===== src/rtl/sample_pkg.sv =====
// Shared types and constants for the sample fetch block.
// Holds the fetch FSM encoding and default bus widths / divider ratio.
package sample_pkg;

  typedef enum logic [1:0] {
    IDLE  = 2'd0,
    REQ   = 2'd1,
    WAIT  = 2'd2,
    DRAIN = 2'd3
  } fetch_state_e;

  localparam int CLK_DIV_44K1 = 1134;
  localparam int ADDR_W_DEF   = 26;
  localparam int DATA_W_DEF   = 16;

  // Width of a counter that must reach div-1; never narrower than one bit.
  function automatic int div_width(input int div);
    if (div > 1) begin
      return $clog2(div);
    end else begin
      return 1;
    end
  endfunction

endpackage


===== src/rtl/sample_fifo.sv =====
// Small synchronous FIFO with first-word-fall-through read data and a
// synchronous flush that takes priority over push and pop.
module sample_fifo #(
  parameter  int WIDTH = 16,
  parameter  int DEPTH = 8,
  localparam int PTR_W = $clog2(DEPTH),
  localparam int CNT_W = PTR_W + 1
) (
  input  logic             clk,
  input  logic             rst_n,
  input  logic             flush,
  input  logic             push,
  input  logic [WIDTH-1:0] push_data,
  input  logic             pop,
  output logic [WIDTH-1:0] pop_data,
  output logic [CNT_W-1:0] count,
  output logic             empty,
  output logic             full
);

  logic [WIDTH-1:0] mem_r [DEPTH];
  logic [PTR_W-1:0] wr_ptr_r;
  logic [PTR_W-1:0] rd_ptr_r;
  logic [CNT_W-1:0] count_r;
  logic             do_push_s;
  logic             do_pop_s;

  assign empty    = (count_r == CNT_W'(0));
  assign full     = (count_r == CNT_W'(DEPTH));
  assign count    = count_r;
  assign pop_data = mem_r[rd_ptr_r];

  // Qualify requests against the current fill level.
  always_comb begin
    do_push_s = push && !full;
    do_pop_s  = pop && !empty;
  end

  // Storage, pointers and occupancy; pointers wrap naturally (DEPTH is 2^n).
  always_ff @(posedge clk or negedge rst_n) begin
    if (!rst_n) begin
      for (int i = 0; i < DEPTH; i++) begin
        mem_r[i] <= '0;
      end
      wr_ptr_r <= '0;
      rd_ptr_r <= '0;
      count_r  <= '0;
    end else if (flush) begin
      wr_ptr_r <= '0;
      rd_ptr_r <= '0;
      count_r  <= '0;
    end else begin
      if (do_push_s) begin
        mem_r[wr_ptr_r] <= push_data;
        wr_ptr_r        <= wr_ptr_r + PTR_W'(1);
      end
      if (do_pop_s) begin
        rd_ptr_r <= rd_ptr_r + PTR_W'(1);
      end
      case ({do_push_s, do_pop_s})
        2'b10:   count_r <= count_r + CNT_W'(1);
        2'b01:   count_r <= count_r - CNT_W'(1);
        default: count_r <= count_r;
      endcase
    end
  end

endmodule


===== src/rtl/sample_fetch.sv =====
// Streams start_addr..end_addr from external RAM through a FIFO, one sample per
// divider tick. Define SAMPLE_FETCH_LOOP_EN to loop the block until play falls.
module sample_fetch
  import sample_pkg::*;
#(
  parameter int ADDR_W     = ADDR_W_DEF,
  parameter int DATA_W     = DATA_W_DEF,
  parameter int FIFO_DEPTH = 8,
  parameter int CLK_DIV    = CLK_DIV_44K1
) (
  input  logic              clk,
  input  logic              rst,
  input  logic              play,
  input  logic [ADDR_W-1:0] start_addr,
  input  logic [ADDR_W-1:0] end_addr,
  output logic              rd_req,
  output logic [ADDR_W-1:0] rd_addr,
  input  logic              rd_ack,
  input  logic [DATA_W-1:0] rd_data,
  output logic [DATA_W-1:0] sample_out,
  output logic              sample_strobe,
  output logic              busy,
  output logic              underrun
);

  localparam int DIV_W = div_width(CLK_DIV);
  localparam int CNT_W = $clog2(FIFO_DEPTH) + 1;

  fetch_state_e      state_r;
  fetch_state_e      next_state_s;
  logic              play_d_r;
  logic [ADDR_W-1:0] end_r;
`ifdef SAMPLE_FETCH_LOOP_EN
  logic [ADDR_W-1:0] start_r;
`endif
  logic              rd_req_r;
  logic [ADDR_W-1:0] rd_addr_r;
  logic [DATA_W-1:0] sample_out_r;
  logic              strobe_r;
  logic              busy_r;
  logic              underrun_r;
  logic              abort_r;
  logic [DIV_W-1:0]  div_r;

  logic              play_rise_s;
  logic              start_ok_s;
  logic              tick_s;
  logic              abort_s;
  logic              last_addr_s;
  logic              live_s;
  logic              push_s;
  logic              pop_s;
  logic              flush_s;
  logic              underrun_set_s;
  logic [DATA_W-1:0] fifo_dout_s;
  logic [CNT_W-1:0]  fifo_count_s;
  logic              fifo_empty_s;
  logic              fifo_full_s;

  assign rd_req        = rd_req_r;
  assign rd_addr       = rd_addr_r;
  assign sample_out    = sample_out_r;
  assign sample_strobe = strobe_r;
  assign busy          = busy_r;
  assign underrun      = underrun_r;

  sample_fifo #(
    .WIDTH (DATA_W),
    .DEPTH (FIFO_DEPTH)
  ) u_fifo (
    .clk       (clk),
    .rst_n     (rst),
    .flush     (flush_s),
    .push      (push_s),
    .push_data (rd_data),
    .pop       (pop_s),
    .pop_data  (fifo_dout_s),
    .count     (fifo_count_s),
    .empty     (fifo_empty_s),
    .full      (fifo_full_s)
  );

  // Start qualification, tick decode and abort detection.
  always_comb begin
    play_rise_s = play && !play_d_r;
    start_ok_s  = play_rise_s && (end_addr >= start_addr);
    tick_s      = busy_r && (div_r == DIV_W'(CLK_DIV - 1));
    abort_s     = abort_r || !play;
    last_addr_s = (rd_addr_r == end_r);
  end

  // State register.
  always_ff @(posedge clk or negedge rst) begin
    if (!rst) begin
      state_r <= IDLE;
    end else begin
      state_r <= next_state_s;
    end
  end

  // Next-state logic; an abort in WAIT still waits for the pending ack.
  always_comb begin
    next_state_s = state_r;
    case (state_r)
      IDLE: begin
        if (start_ok_s) begin
          next_state_s = REQ;
        end else begin
          next_state_s = IDLE;
        end
      end
      REQ: begin
        if (!play) begin
          next_state_s = IDLE;
        end else if (fifo_count_s < CNT_W'(FIFO_DEPTH)) begin
          next_state_s = WAIT;
        end else begin
          next_state_s = REQ;
        end
      end
      WAIT: begin
        if (!rd_ack) begin
          next_state_s = WAIT;
        end else if (abort_s) begin
          next_state_s = IDLE;
        end else if (last_addr_s) begin
`ifdef SAMPLE_FETCH_LOOP_EN
          next_state_s = REQ;
`else
          next_state_s = DRAIN;
`endif
        end else begin
          next_state_s = REQ;
        end
      end
      DRAIN: begin
        if (!play) begin
          next_state_s = IDLE;
        end else if (tick_s && fifo_empty_s) begin
          next_state_s = IDLE;
        end else begin
          next_state_s = DRAIN;
        end
      end
      default: next_state_s = IDLE;
    endcase
  end

  // FIFO and status controls; nothing is pushed or popped once aborting.
  always_comb begin
    live_s         = (state_r != IDLE) && !abort_s;
    push_s         = (state_r == WAIT) && rd_ack && !abort_s && !fifo_full_s;
    pop_s          = tick_s && live_s && !fifo_empty_s;
    underrun_set_s = tick_s && live_s && fifo_empty_s &&
                     ((state_r == REQ) || (state_r == WAIT));
    if (state_r == IDLE) begin
      flush_s = start_ok_s;
    end else begin
      flush_s = (next_state_s == IDLE);
    end
  end

  // Registered outputs, address sequencing, divider and abort tracking.
  always_ff @(posedge clk or negedge rst) begin
    if (!rst) begin
      play_d_r     <= 1'b0;
      end_r        <= '0;
`ifdef SAMPLE_FETCH_LOOP_EN
      start_r      <= '0;
`endif
      rd_req_r     <= 1'b0;
      rd_addr_r    <= '0;
      sample_out_r <= '0;
      strobe_r     <= 1'b0;
      busy_r       <= 1'b0;
      underrun_r   <= 1'b0;
      abort_r      <= 1'b0;
      div_r        <= '0;
    end else begin
      play_d_r <= play;
      rd_req_r <= (next_state_s == WAIT);
      busy_r   <= (next_state_s != IDLE);
      strobe_r <= pop_s;
      if (pop_s) begin
        sample_out_r <= fifo_dout_s;
      end
      // The divider restarts from zero whenever playback (re)starts.
      if (busy_r && (next_state_s != IDLE)) begin
        div_r <= tick_s ? '0 : (div_r + DIV_W'(1));
      end else begin
        div_r <= '0;
      end
      if ((state_r == IDLE) && start_ok_s) begin
        end_r      <= end_addr;
`ifdef SAMPLE_FETCH_LOOP_EN
        start_r    <= start_addr;
`endif
        rd_addr_r  <= start_addr;
        underrun_r <= 1'b0;
        abort_r    <= 1'b0;
      end else begin
        if (underrun_set_s) begin
          underrun_r <= 1'b1;
        end
        if (push_s) begin
          if (last_addr_s) begin
`ifdef SAMPLE_FETCH_LOOP_EN
            rd_addr_r <= start_r;
`else
            rd_addr_r <= rd_addr_r;
`endif
          end else begin
            rd_addr_r <= rd_addr_r + ADDR_W'(1);
          end
        end
        if (next_state_s == IDLE) begin
          abort_r <= 1'b0;
        end else if ((state_r == WAIT) && !play) begin
          abort_r <= 1'b1;
        end
      end
    end
  end

endmodule


===== config.mk =====
export PLATFORM = sky130hd
export DESIGN_NAME = sample_fetch
export DESIGN_NICKNAME = d
export VERILOG_FILES = /design/src/rtl/sample_pkg.sv /design/src/rtl/sample_fifo.sv /design/src/rtl/sample_fetch.sv
export SDC_FILE = /design/constraint.sdc
export NUM_CORES = 1
export LEC_CHECK = 0
export CAP_MARGIN = 20
export CORE_ASPECT_RATIO = 1.75
export CORE_UTILIZATION = 55
export CTS_CLUSTER_DIAMETER = 80
export CTS_CLUSTER_SIZE = 28
export DETAILED_ROUTE_END_ITERATION = 10
export GPL_TIMING_DRIVEN = 1
export PLACE_DENSITY = 0.84
export SLEW_MARGIN = 10
export SYNTH_ARGS = -nofsm -noshare
export SYNTH_HDL_FRONTEND = slang
export SYNTH_SLANG_ARGS = --single-unit

===== constraint.sdc =====
create_clock -name clk -period 3.3 [get_ports clk]
set_input_delay 0.33 -clock clk [delete_from_list [all_inputs] [get_ports clk]]
set_output_delay 0.33 -clock clk [all_outputs]
set_load 0.005 [all_outputs]

==> qor.yml, run 1 <==
status: "finished with violations"
failed_checks: "design-rule violations"
synth_area_leaders: "dfrtp_1 49%, mux2_2 14%, mux4_2 6.2%, ha_1 4.0%, xor2_1 3.6%"
drt-vias-per-instance: 6.11
busiest_layer: "met2"
crit_arrival_ps: 3340
ys_seq_area_frac: 0.486
cts_buffers: 12
timing.fmax_ghz: 0.340
drive_above_1_share: 0.252
grt_pass1_wl_um: 43300
crit_type: "register to register"
initial_core_util: 0.566
min_from: "start_addr[5]"
synth-adder-area-share: 0.0417
die_h_um: 194
met2_usage: 0.470
cp-start-kind: "register"
first_pass_iters: 8
nFillCells: 1479
min_path_cells: 3
cp_cell_sequence: "inv_1 -> ha_1 -> nor4bb_1 -> nand3_1 -> nor4_1 -> ha_1 -> a21o_1 -> a21oi_1 -> mux2_2 -> xnor2_1 -> nor3_1"
setup_violations: 0
place_area_um2: 13300
synth_warnings: 0
htree_levels: 1
track_usage: 0.252
slew_violations: 0
clk_pin_slew_ps: 110
antenna_found_initial: 0
cap_violations: 0
post_drt_wl_per_cell_um: 20.6
intPower_uw: 4290
p_leak_uw: 0.00613
p_switching_uw: 1650
hold_path_end: "rd_addr[5]"
reg2reg_depth: 11
clock-root-buffer: "clkbuf_16"
yosysTopAreaCell: "dfrtp_1"
clock-sinks: 225
synth_xor_area_frac: 0.0438
insertion_delay_ps: 480
holdBufCountCts: 1
synthSimpleGateAreaFrac: 0.0732
synthFlopType: "dfrtp_1"
vias: 7871
areaGrowthSynthToFinish_pct: 17.6
synth_edf_count: 0
tns_ps: 0
crit_slowest_cell: "nor4_1"
wl_um: 26600
synth.avg_cell_area_um2: 12.6
final_common_cell: "dfrtp_1"
ctsResizeCount: 0
overflow: 0
p_sw_frac: 0.277
cts_tree: "yes"
synth_top_area_frac: 0.486
combPwrFrac: 0.181
rr_endpoint: "u_fifo.count[3]"
die_area_um2: 21700
critPathMaxStageDelay_ps: 470
place.gp.congestion: 0.863
insertedDiodeCount: 0
max-vdd-ir-drop_mv: 0.459
power_frac_seq: 0.544
crit_top_cell: "ha_1"
cp_num_buf_inv: 1
synth.area.mux_share: 0.248
worst_pin_slew_ps: 1160
end_kind: "register"
p_clk_frac: 0.275
ys_ff_latch: 225
powerDensity_nw_per_um2: 436
syn_nets: 1027
reg2reg_from: "div_r[1]"
async_flop_share: 1.00
nets: 1148
grt_max_degree: 116
cts_buffer_depth: 3
cp_max_fo: 6
dp_hpwl_um: 18600
slew_headroom: 0.225
rows: 69
drt_iter0_drc: 481
drc: 13
critical_path.top_delay_family: "simple AND/OR/NAND/NOR gates"
cts_setup_buffers: 0
grt_use_met3: 0.0247
syn_area_um2: 11600
hp-class: "input port to register"
min_period_ps: 2940
die_x_um: 112
yosysUniqueCellTypes: 59
finish.utilization: 0.666
coreArea_um2: 20500
synth_compound_area_frac: 0.0721
postRouteAntennaNets: 0
ios: 118
reg2reg_slack_ps: 360
power_uw: 5940
final_area_um2: 13600
grt_pass1_vias: 8438
fin_skew_ps: 23.1
synthCells: 917
final_cell_mix: "224 x dfrtp_1, 148 x mux2_2, 116 x clkdlybuf4s50_1"
required_ps: 3690
synth_top_family_by_area: "multiplexers"
globalRouteMet1Util: 0.289
port_buffers: 117
hold_viol_final: 0
rsz0062_at_grt: "false"
fin_crit_sh: 0.892
==> state kept, by name (all words and copies together) (netlist names) <==
register	flops
rd_req	1
play_d_r	1
div_r	11
sample_out	16
rd_addr	26
end_r	26
u_fifo.mem_r	128
busy	1
u_fifo.wr_ptr_r	3
u_fifo.rd_ptr_r	3
u_fifo.count	4
abort_r	1
state_r	2
sample_strobe	1
underrun	1
==> Yosys cell counts, types with 2 or more instances <==
master and count:
a31oi_1 11, xnor2_1 11, o2111ai_1 6, inv_2 2, o31ai_1 2, mux2_2 148, a21o_1 2, mux2i_1 37
and4_1 3, nand4_1 14, nand3_1 13, or3_1 11, nand2b_1 5, clkbuf_1 18, nand4b_1 2, o21ai_0 40
and2_1 4, mux2_4 8, buf_1 7, or2_2 2, or4_1 2, mux4_2 32, ha_1 37, xor2_1 47
and3_1 7, nand2_1 45, a21oi_2 7, o211ai_1 10, buf_4 12, inv_1 37, nor3b_1 2, nor4bb_1 2
nor4_1 10, dfrtp_1 225, buf_2 6, a21oi_1 28, nor3_1 17, nor2_1 16, a211oi_1 9
==> stage by stage <==
| stage | instances | setup WS, ps | hold WS [ps] |
|---|---|---|---|
| after floorplan | 917 | 416 | 34.4 |
| after global placement | 1271 | 85.2 | 450 |
| after detailed placement | 1271 | 61.8 | 454 |
| after CTS | 1289 | 374 | 411 |
| after global routing | 1289 | 163 | 425 |
| final | 1289 | 357 | 423 |
==> cells by family after synthesis <==
group / after synthesis
AND/OR/NAND/NOR: 159
XOR/XNOR: 58
flip-flops: 225
AO/OA/AOI/OAI: 127
multiplexers: 225
adder cells (fa/ha/maj): 38
buffers and inverters: 85
==> power by group through the flow <==
stage | Clock (uW) | Sequential, uW | Combinational (uW)
2_1_floorplan | 0 | 3210 | 532
3_3_place_gp | 0 | 3270 | 1030
3_5_place_dp | 0 | 3280 | 1060
4_1_cts | 1670 | 3230 | 1080
5_1_grt | 1760 | 3260 | 1160
6_report | 1630 | 3230 | 1070
==> layout make-up <==
| class | count | area [um^2] | share of cell area |
|---|---|---|---|
| Timing Repair Buffer | 153 | 1610 | 0.118 |
| Inverter | 39 | 146 | 0.0107 |
| Sequential cell | 225 | 5630 | 0.413 |
| Tap cell | 248 | 310 | 0.0228 |
| Multi-Input combinational cell | 607 | 5570 | 0.409 |
| Clock buffer | 14 | 329 | 0.0241 |
| Clock inverter | 3 | 32.5 | 0.00239 |
==> layer usage <==
metal | up-vias | wire, um
met5 | - | 0
li1 | 3586 | -
met3 | 68 | 987
met4 | 0 | 1060
met1 | 3993 | 10100
met2 | 224 | 14400
==> worst max path at each step <==
stage	cells after the start	slack, ps	endpoint	startpoint
floorplan	12	420	u_fifo.count[3]	state_r[0]
global placement	12	90	u_fifo.mem_r[39]	start_addr[7]
detailed placement	12	60	u_fifo.mem_r[41]	start_addr[7]
CTS	11	370	u_fifo.count[3]	div_r[1]
global route	11	160	u_fifo.count[3]	div_r[1]
finish	11	360	u_fifo.count[3]	div_r[1]
==> worst min-delay path, stage by stage <==
cell and delay [ps]:
clkdlybuf4s50_1 390, inv_1 70, mux2i_1 70
Note: power is estimated with default switching activity, not from simulation.
==> run 2: changes to the inputs <==
- ABC_AREA: unset -> 0
- clock period: 3.3 -> 3 ns (I/O delays scaled with it)
==> run 2 against run 1 <==
  * The flow still finishes with violations (design-rule violations)
  * Critical path depth grew 1
  * Flip-flop and latch count is the same
  * First-iteration DRC count shrank 19%
  * Register-to-register slack lost 120 ps
  * Worst setup slack lost 160 ps
  * Routed wire length grew 0.52%
  * Core utilization grew 1.4 points
  * Sequential share of layout area shrank 0.85 points
  * Global-route usage grew 0.20 points
  * Largest power group unchanged
  * Hold slack lost 35 ps
  * Critical path type is now input port to register
==> qor.yml, run 2 (synthesis gave the netlist of run 1 again) <==
min_path_cells: 3
grt_pass1_wl_um: 43700
end_kind: "register"
final_common_cell: "dfrtp_1"
drc: 12
rr_endpoint: "end_r[2]"
clk_pin_slew_ps: 120
route.met2.wl_um: 14600
p_leak_uw: 0.00629
reg2reg_depth: 9
hold_viol_final: 0
failed_checks: "design-rule violations"
p_sw_frac: 0.274
drive_above_1_share: 0.273
overflow: 0
required_ps: 3330
holdBufCountCts: 1
cts_buffer_depth: 3
slew_violations: 0
dp_slack_ps: -254
fin_crit_sh: 0.934
setup_violations: 0
insertion_delay_ps: 490
m1WireLength_um: 9720
ios: 118
port_buffers: 117
largest_reg_flops: 128
antenna_found_initial: 0
min_from: "start_addr[18]"
die_area_um2: 21700
dp_hpwl_um: 18900
grt_max_degree: 82
route.met3.wl_um: 1020
first_pass_iters: 11
reg2reg_from: "state_r[0]"
status: "finished with violations"
die_h_um: 194
hp-class: "input port to register"
grt_pass1_vias: 8733
tns_ps: 0
cts_buffers: 12
crit_type: "input port to register"
postRouteAntennaNets: 0
rsz0062_at_grt: "false"
top_layer: "met4"
place_area_um2: 13500
p_switching_uw: 1800
die_x_um: 112
clock-root-buffer: "clkbuf_16"
cap_violations: 0
intPower_uw: 4760
nets: 1181
cp_max_fo: 16
insertedDiodeCount: 0
fin_skew_ps: 42.5
cts_setup_buffers: 0
powerDensity_nw_per_um2: 471
track_usage: 0.254
combPwrFrac: 0.189
crit_arrival_ps: 3140
initial_core_util: 0.566
rows: 69
vias: 8068
clock-sinks: 225
max-vdd-ir-drop_mv: 0.585
cp-start-kind: "input port"
post_drt_wl_per_cell_um: 20.2
final_area_um2: 13900
worst_pin_slew_ps: 687
timing.fmax_ghz: 0.357
wl_um: 26700
htree_levels: 1
hold_path_end: "rd_addr[18]"
p_clk_frac: 0.272
reg2reg_slack_ps: 240
cts_tree: "yes"
coreArea_um2: 20500
drt-vias-per-instance: 6.11
crit_path_start: "start_addr[7]"
final_cell_mix: "224 x dfrtp_1, 148 x mux2_2, 116 x clkdlybuf4s50_1"
regMostFlops: "u_fifo.mem_r"
worst_slack_ps: 197
min_period_ps: 2800
drt_iter0_drc: 389
power_frac_seq: 0.538
ctsResizeCount: 0
finish.utilization: 0.680
slew_headroom: 0.541
place.gp.congestion: 0.889
areaGrowthSynthToFinish_pct: 20.1
==> run 2: layout make-up <==
cell class                      instances  area [um^2]
Sequential cell                       225         5630
Multi-Input combinational cell        607         5570
Clock buffer                           15          333
Clock inverter                          1         30.0
Fill cell                            1461         6540
Inverter                               39          146
Tap cell                              248          310
Timing Repair Buffer                  186         1900
==> run 2: critical path, cell delays in order <==
cell and delay, ps:
clkdlybuf4s50_1 460, inv_1 60, ha_1 300, a211oi_1 240, nor2_1 80, a2111oi_1 380, buf_4 210, o211ai_1 90
buf_4 210, a211oi_4 260, buf_12 200, mux2_2 350
==> run 2: worst max-delay path by stage <==
stage | to
global placement | u_fifo.mem_r[39]
CTS | u_fifo.mem_r[34]
global route | u_fifo.count[3]
floorplan | u_fifo.count[3]
detailed placement | u_fifo.mem_r[38]
finish | u_fifo.mem_r[34]
==> run 2: stage by stage <==
stage / cells / hold slack (ps) / power (uW)
detailed placement: 1304 / 341 / 4820
floorplan: 917 / 4.41 / 4120
CTS: 1321 / 381 / 6600
finish: 1321 / 388 / 6560
global placement: 1304 / 336 / 4780
global route: 1321 / 398 / 6830
==> run 2: power by group through the flow <==
stage	logic, uW	registers [uW]	clock network, uW
finish	1240	3530	1790
global route	1350	3560	1920
CTS	1240	3530	1830
detailed placement	1230	3590	0
global placement	1200	3580	0
floorplan	585	3530	0
==> run 2: per-layer routing <==
metal / vias up / global-route usage
met5: - / 0
met1: 4113 / 0.278
met4: 0 / 0.130
met2: 219 / 0.478
li1: 3651 / -
met3: 85 / 0.0272
